==> src/rtl/updown_pkg.sv <==
// ---------------------------------------------------------------------------
// updown_pkg
//
// Shared definitions for the 3-bit up/down counter and its direction
// controller.
//
//   DIR_UP / DIR_DN     : values of the counter mode input m
//   S_UP / S_DOWN       : 1-bit direction FSM state encoding
//   Q_TURN_UP/Q_TURN_DN : counter values one step before a terminal value;
//                         reversing when q sits here makes the counter land
//                         on 7 (or 0) and then immediately come back.
// ---------------------------------------------------------------------------
package updown_pkg;

    // Counter mode encoding
    localparam logic DIR_UP = 1'b0;
    localparam logic DIR_DN = 1'b1;

    // Direction FSM state encoding
    localparam logic [0:0] S_UP   = 1'b0;
    localparam logic [0:0] S_DOWN = 1'b1;

    // Terminal-predecessor counter values
    localparam logic [2:0] Q_TURN_UP = 3'd6;
    localparam logic [2:0] Q_TURN_DN = 3'd1;

    // Opposite direction state
    function automatic logic [0:0] other_state(input logic [0:0] s);
        return (s == S_UP) ? S_DOWN : S_UP;
    endfunction

    // Mode value the counter sees in a given state
    function automatic logic state_to_dir(input logic [0:0] s);
        return (s == S_DOWN) ? DIR_DN : DIR_UP;
    endfunction

endpackage : updown_pkg

==> src/rtl/btn_debounce.sv <==
// ---------------------------------------------------------------------------
// btn_debounce
//
// Push-button conditioner: two-flop synchronizer, level debouncer and
// rising-edge detector. Reusable for any active-high panel button.
//
// A level change on the synchronized button is accepted only after it has
// differed from the current debounced level for DEBOUNCE_CYCLES consecutive
// clock edges. Any return to the debounced level restarts the count.
//
// Parameters:
//   DEBOUNCE_CYCLES : stable samples required to accept a change (1..255)
//
// Ports:
//   clk    in   system clock
//   clr    in   asynchronous active-high reset
//   btn    in   raw asynchronous button, active-high
//   btn_db out  debounced button level
//   press  out  one-cycle pulse on the debounced rising edge (combinational)
// ---------------------------------------------------------------------------
module btn_debounce #(
    parameter int DEBOUNCE_CYCLES = 4
) (
    input  logic clk,
    input  logic clr,
    input  logic btn,
    output logic btn_db,
    output logic press
);

    // Wide enough for DEBOUNCE_CYCLES-1; the counter clears on reaching that
    // value, so it never wraps.
    localparam int CNT_W = (DEBOUNCE_CYCLES > 1) ? $clog2(DEBOUNCE_CYCLES) : 1;
    localparam logic [CNT_W-1:0] CNT_LAST = CNT_W'(DEBOUNCE_CYCLES - 1);
    localparam logic [CNT_W-1:0] CNT_ONE  = CNT_W'(1);

    logic             sync1_q;
    logic             sync2_q;
    logic             btn_s;
    logic [CNT_W-1:0] cnt_q;
    logic [CNT_W-1:0] cnt_d;
    logic             db_q;
    logic             db_d;
    logic             db_dly_q;

    // Two-flop synchronizer for the asynchronous button
    always_ff @(posedge clk or posedge clr) begin
        if (clr) begin
            sync1_q <= 1'b0;
            sync2_q <= 1'b0;
        end else begin
            sync1_q <= btn;
            sync2_q <= sync1_q;
        end
    end

    assign btn_s = sync2_q;

    // Debounce: count edges on which btn_s disagrees with the debounced
    // level. The edge that finds the count at DEBOUNCE_CYCLES-1 is the
    // DEBOUNCE_CYCLES-th mismatched sample, so the new level is taken there.
    always_comb begin
        cnt_d = cnt_q;
        db_d  = db_q;
        if (btn_s == db_q) begin
            cnt_d = '0;
        end else if (cnt_q == CNT_LAST) begin
            db_d  = btn_s;
            cnt_d = '0;
        end else begin
            cnt_d = cnt_q + CNT_ONE;
        end
    end

    always_ff @(posedge clk or posedge clr) begin
        if (clr) begin
            cnt_q    <= '0;
            db_q     <= 1'b0;
            db_dly_q <= 1'b0;
        end else begin
            cnt_q    <= cnt_d;
            db_q     <= db_d;
            db_dly_q <= db_q;
        end
    end

    assign btn_db = db_q;
    // Only the rising edge matters; release is ignored downstream.
    assign press  = db_q & ~db_dly_q;

endmodule : btn_debounce

==> src/rtl/count_dir_ctrl.sv <==
// ---------------------------------------------------------------------------
// count_dir_ctrl
//
// Direction controller feeding the mode input of a 3-bit up/down counter.
// A debounced push-button reverses direction manually; with auto_en set the
// controller also reverses at the terminal counts so the counter ping-pongs
// 0..7..0.
//
// Parameters:
//   DEBOUNCE_CYCLES : button debounce length in clock edges (1..255)
//
// Ports:
//   clk      in   system clock, shared with the counter
//   clr      in   asynchronous active-high reset
//   btn      in   raw asynchronous direction button, active-high
//   auto_en  in   1 = automatic reversal at terminal counts
//   q[2:0]   in   counter value feedback
//   m        out  counter mode: 0 = up, 1 = down (registered state decode)
//   dir_chg  out  one-cycle pulse in the cycle after m changes
//   btn_db   out  debounced button level
// ---------------------------------------------------------------------------
module count_dir_ctrl
    import updown_pkg::*;
#(
    parameter int DEBOUNCE_CYCLES = 4
) (
    input  logic       clk,
    input  logic       clr,
    input  logic       btn,
    input  logic       auto_en,
    input  logic [2:0] q,
    output logic       m,
    output logic       dir_chg,
    output logic       btn_db
);

    logic       press;
    logic       auto_flip;
    logic       flip;
    logic [0:0] state_q;
    logic [0:0] state_d;
    logic       dir_chg_q;
    logic       dir_chg_d;

    btn_debounce #(
        .DEBOUNCE_CYCLES (DEBOUNCE_CYCLES)
    ) u_btn_debounce (
        .clk    (clk),
        .clr    (clr),
        .btn    (btn),
        .btn_db (btn_db),
        .press  (press)
    );

    // The counter samples the old m at the same edge our state updates, so
    // turning one count early lets the counter land on the terminal value
    // while m already points back the other way.
    always_comb begin
        auto_flip = 1'b0;
        if (auto_en) begin
            if (state_q == S_UP) begin
                auto_flip = (q == Q_TURN_UP);
            end else begin
                auto_flip = (q == Q_TURN_DN);
            end
        end
    end

    // A press coinciding with an auto turn still toggles only once.
    assign flip = press | auto_flip;

    always_comb begin
        state_d   = state_q;
        dir_chg_d = 1'b0;
        if (flip) begin
            state_d   = other_state(state_q);
            dir_chg_d = 1'b1;
        end
    end

    always_ff @(posedge clk or posedge clr) begin
        if (clr) begin
            state_q   <= S_UP;
            dir_chg_q <= 1'b0;
        end else begin
            state_q   <= state_d;
            dir_chg_q <= dir_chg_d;
        end
    end

    assign m       = state_to_dir(state_q);
    assign dir_chg = dir_chg_q;

endmodule : count_dir_ctrl

==> config.mk <==
export PLATFORM = sky130hd
export DESIGN_NAME = count_dir_ctrl
export DESIGN_NICKNAME = d
export VERILOG_FILES = /design/src/rtl/updown_pkg.sv /design/src/rtl/btn_debounce.sv /design/src/rtl/count_dir_ctrl.sv
export SDC_FILE = /design/constraint.sdc
export NUM_CORES = 1
export LEC_CHECK = 0
export CAP_MARGIN = 30
export CORE_AREA = 2 2 39 41
export DETAILED_ROUTE_END_ITERATION = 10
export DIE_AREA = 0 0 41 43
export PLACE_DENSITY = 0.56
export SETUP_SLACK_MARGIN = 0.2
export SYNTH_ARGS = -nofsm -noshare
export SYNTH_HDL_FRONTEND = slang
export SYNTH_SLANG_ARGS = --single-unit
export TNS_END_PERCENT = 5
==> constraint.sdc <==
create_clock -name clk -period 0.9 [get_ports clk]
set_input_delay 0.135 -clock clk [delete_from_list [all_inputs] [get_ports clk]]
set_output_delay 0.135 -clock clk [all_outputs]
set_load 0.01 [all_outputs]
==> metrics <==
status finished, violations left; failing checks setup timing; initial core utilization 23.1%; Nets 50; vias in the first global route 311; clock-pin slew on the worst setup and hold paths 50 ps; routed length per instance 12.0 um; synthesis-to-finish area growth 67.5%; Hold WC Path Type in -> async; Yosys reg bits 8; post-synthesis sequential area ratio 62.7%; Max clock buf depth 2; Max Fanout on Critical Path 2; Cell variety after synth 14; initial antenna violation count 0; DRT Wirelength 672 um; final hold violations 0; Post-DRT Antenna Nets 0; Rel. slew slack 79.4%; Worst Path Required 1030 ps; Cells after DPL 51; type of origin of the critical path flop; layout cells sized above 1 47.5%; IO Pins 10; Mapped Area 319 um2; Setup violations, final 5; pwr dens 2840 mW/mm2; max-cap viol count 0; row count 14; RSZ-0062 raised after global routing yes; Clk Latency, worst-skew pair 240 ps; Seq. cell area 200 um2; CTS tree done; worst setup margin -82.5 ps; 1st-iter DRT viols 1; TritonRoute pass-1 iters 2; leakage power 0.252 nW; die area 0.00176 mm2; GPL Wtd Cong 0.655; multi-input combinational cell area 176 um2; Final Skew 1.35 ps; Num Clock Sinks 8; Peak VDD IR 676 uV; FMAX 1020 MHz; Tmin final 982 ps; Die W 41 um; fill count 129; area of the core 0.00138 mm2; Tot Pwr 0.00152 W; largest area contributor in the netlist dfrtp_1; Place WS -368 ps; CTS buffer count 3; syn_nets 31; top cell type's share of synthesized area 62.7%; die height 43 um; PortBufs 9; top cells by area, synth dfrtp_1, nor4b_2, ha_1; Overflow after GRT 0; Worst Tran Pin Value 308 ps; GRT Util Overall 10.3%; vias per cell 4.38; Worst setup EP type flop; Arrival @ worst endpoint 1110 ps; Root Driver clkbuf_4; vias 245; H-tree Lvls 1; largest net degree at the start of global routing 9; global-route wire length before repair 1.15 mm; Post-Synthesis Cells 23; utilization after layout 38.6%; number of max-slew violations in the final report 0; final period utilization 109%; Ant. Diodes 0; TNS Setup -200 ps; number of remaining DRC errors 0; synthesized area per cell 13.9 um2; final cell count without fillers 56; yosys warns 0; Crit Path Class reg -> reg
## area by class of cell
type	count	area share (%)
sequential	8	37.5
multi-input combinational	14	33.0
timing repair buffer	14	20.8
clock buffer	3	4.22
tap	16	3.75
inverter	1	0.703
## cell usage after synthesis
cell type,count
mux2_2,1
nand2_1,1
inv_1,1
dfrtp_1,8
a21o_1,1
nor4b_2,1
nor3_1,2
a311o_1,1
nor2b_1,2
xnor2_1,1
ha_1,1
and4b_2,1
nor3b_1,1
a21oi_1,1
## critical path: stages (launching register included)
cell and delay, ps:
dfrtp_1 410, ha_4 180, mux2_4 280
## cells by family (layout without fill, tap and decap cells)
group	Yosys count	count (layout)	synth area share (%)
AOI/OAI and AO/OA	3	3	7.06
xor gates and xnor gates	1	1	2.75
adders and majority gates	1	1	3.92
buffers and inverters	1	18	1.18
DFF	8	8	62.7
muxes	1	1	3.53
and+or+nand+nor	8	8	18.8
## stage by stage
stage                     hold slack (ps)  cell area [um2]
after floorplan                     -49.3              327
after global placement                338              459
after detailed placement              336              459
after CTS                             142              518
after global routing                  158              534
final                                 140              534
## layer usage
| layer | track usage (%) | wire length (um) | up-vias |
|---|---|---|---|
| li1 | - | - | 117 |
| met1 | 8.00 | 232 | 118 |
| met2 | 17.5 | 379 | 10 |
| met3 | 4.71 | 59 | 0 |
| met4 | 8.00 | 0 | 0 |
| met5 | 0 | 0 | - |
## path summary, 6_finish.rpt
path,startpoint,to,slack (ps),cells after the start
min reg2reg,u_btn_debounce.sync1_q$_DFF_PP0_,u_btn_debounce.btn_s$_DFF_PP0_,340,0
max,u_btn_debounce.cnt_q[0]$_DFF_PP0_,u_btn_debounce.btn_db$_DFFE_PP0P_,-80,2
min in group clk,btn,u_btn_debounce.sync1_q$_DFF_PP0_,330,1
max in group asynchronous,clr,u_btn_debounce.sync1_q$_DFF_PP0_,530,2
max reg2reg,u_btn_debounce.cnt_q[0]$_DFF_PP0_,u_btn_debounce.btn_db$_DFFE_PP0P_,-80,2
min,clr,u_btn_debounce.db_dly_q$_DFF_PP0_,140,2
## power by group
group	internal, W	total, W	switching (W)
logic	0.000402	0.000664	0.000262
registers	0.000494	0.000592	0.0000980
clock network	0.000152	0.000261	0.000110
## cells in the final DEF, fill, tap and decap left out, drive strengths merged
cell type      netlist  layout
nand2                1       1
inv                  1       1
and4b                1       1
a21o                 1       1
ha                   1       1
buf                  0       8
nor3b                1       1
a311o                1       1
nor2b                2       2
a21oi                1       1
dlygate4sd2          0       4
nor4b                1       1
nor3                 2       2
clkdlybuf4s50        0       2
mux2                 1       1
xnor2                1       1
clkbuf               0       3
dfrtp                8       8
## flip-flops by register name (all words and copies together), names as in the netlist
register	flops
u_btn_debounce.btn_s	1
dir_chg	1
u_btn_debounce.btn_db	1
u_btn_debounce.db_dly_q	1
state_q	1
u_btn_debounce.cnt_q	2
u_btn_debounce.sync1_q	1
## timing repair
item	4_1_cts	5_1_grt
hold buffers	0	0
gates resized for setup	23	2
pin swaps	5	1
setup buffers	2	0
setup endpoints to repair	8	8
hold endpoints to repair	0	0
(Power assumes the default switching activity.)
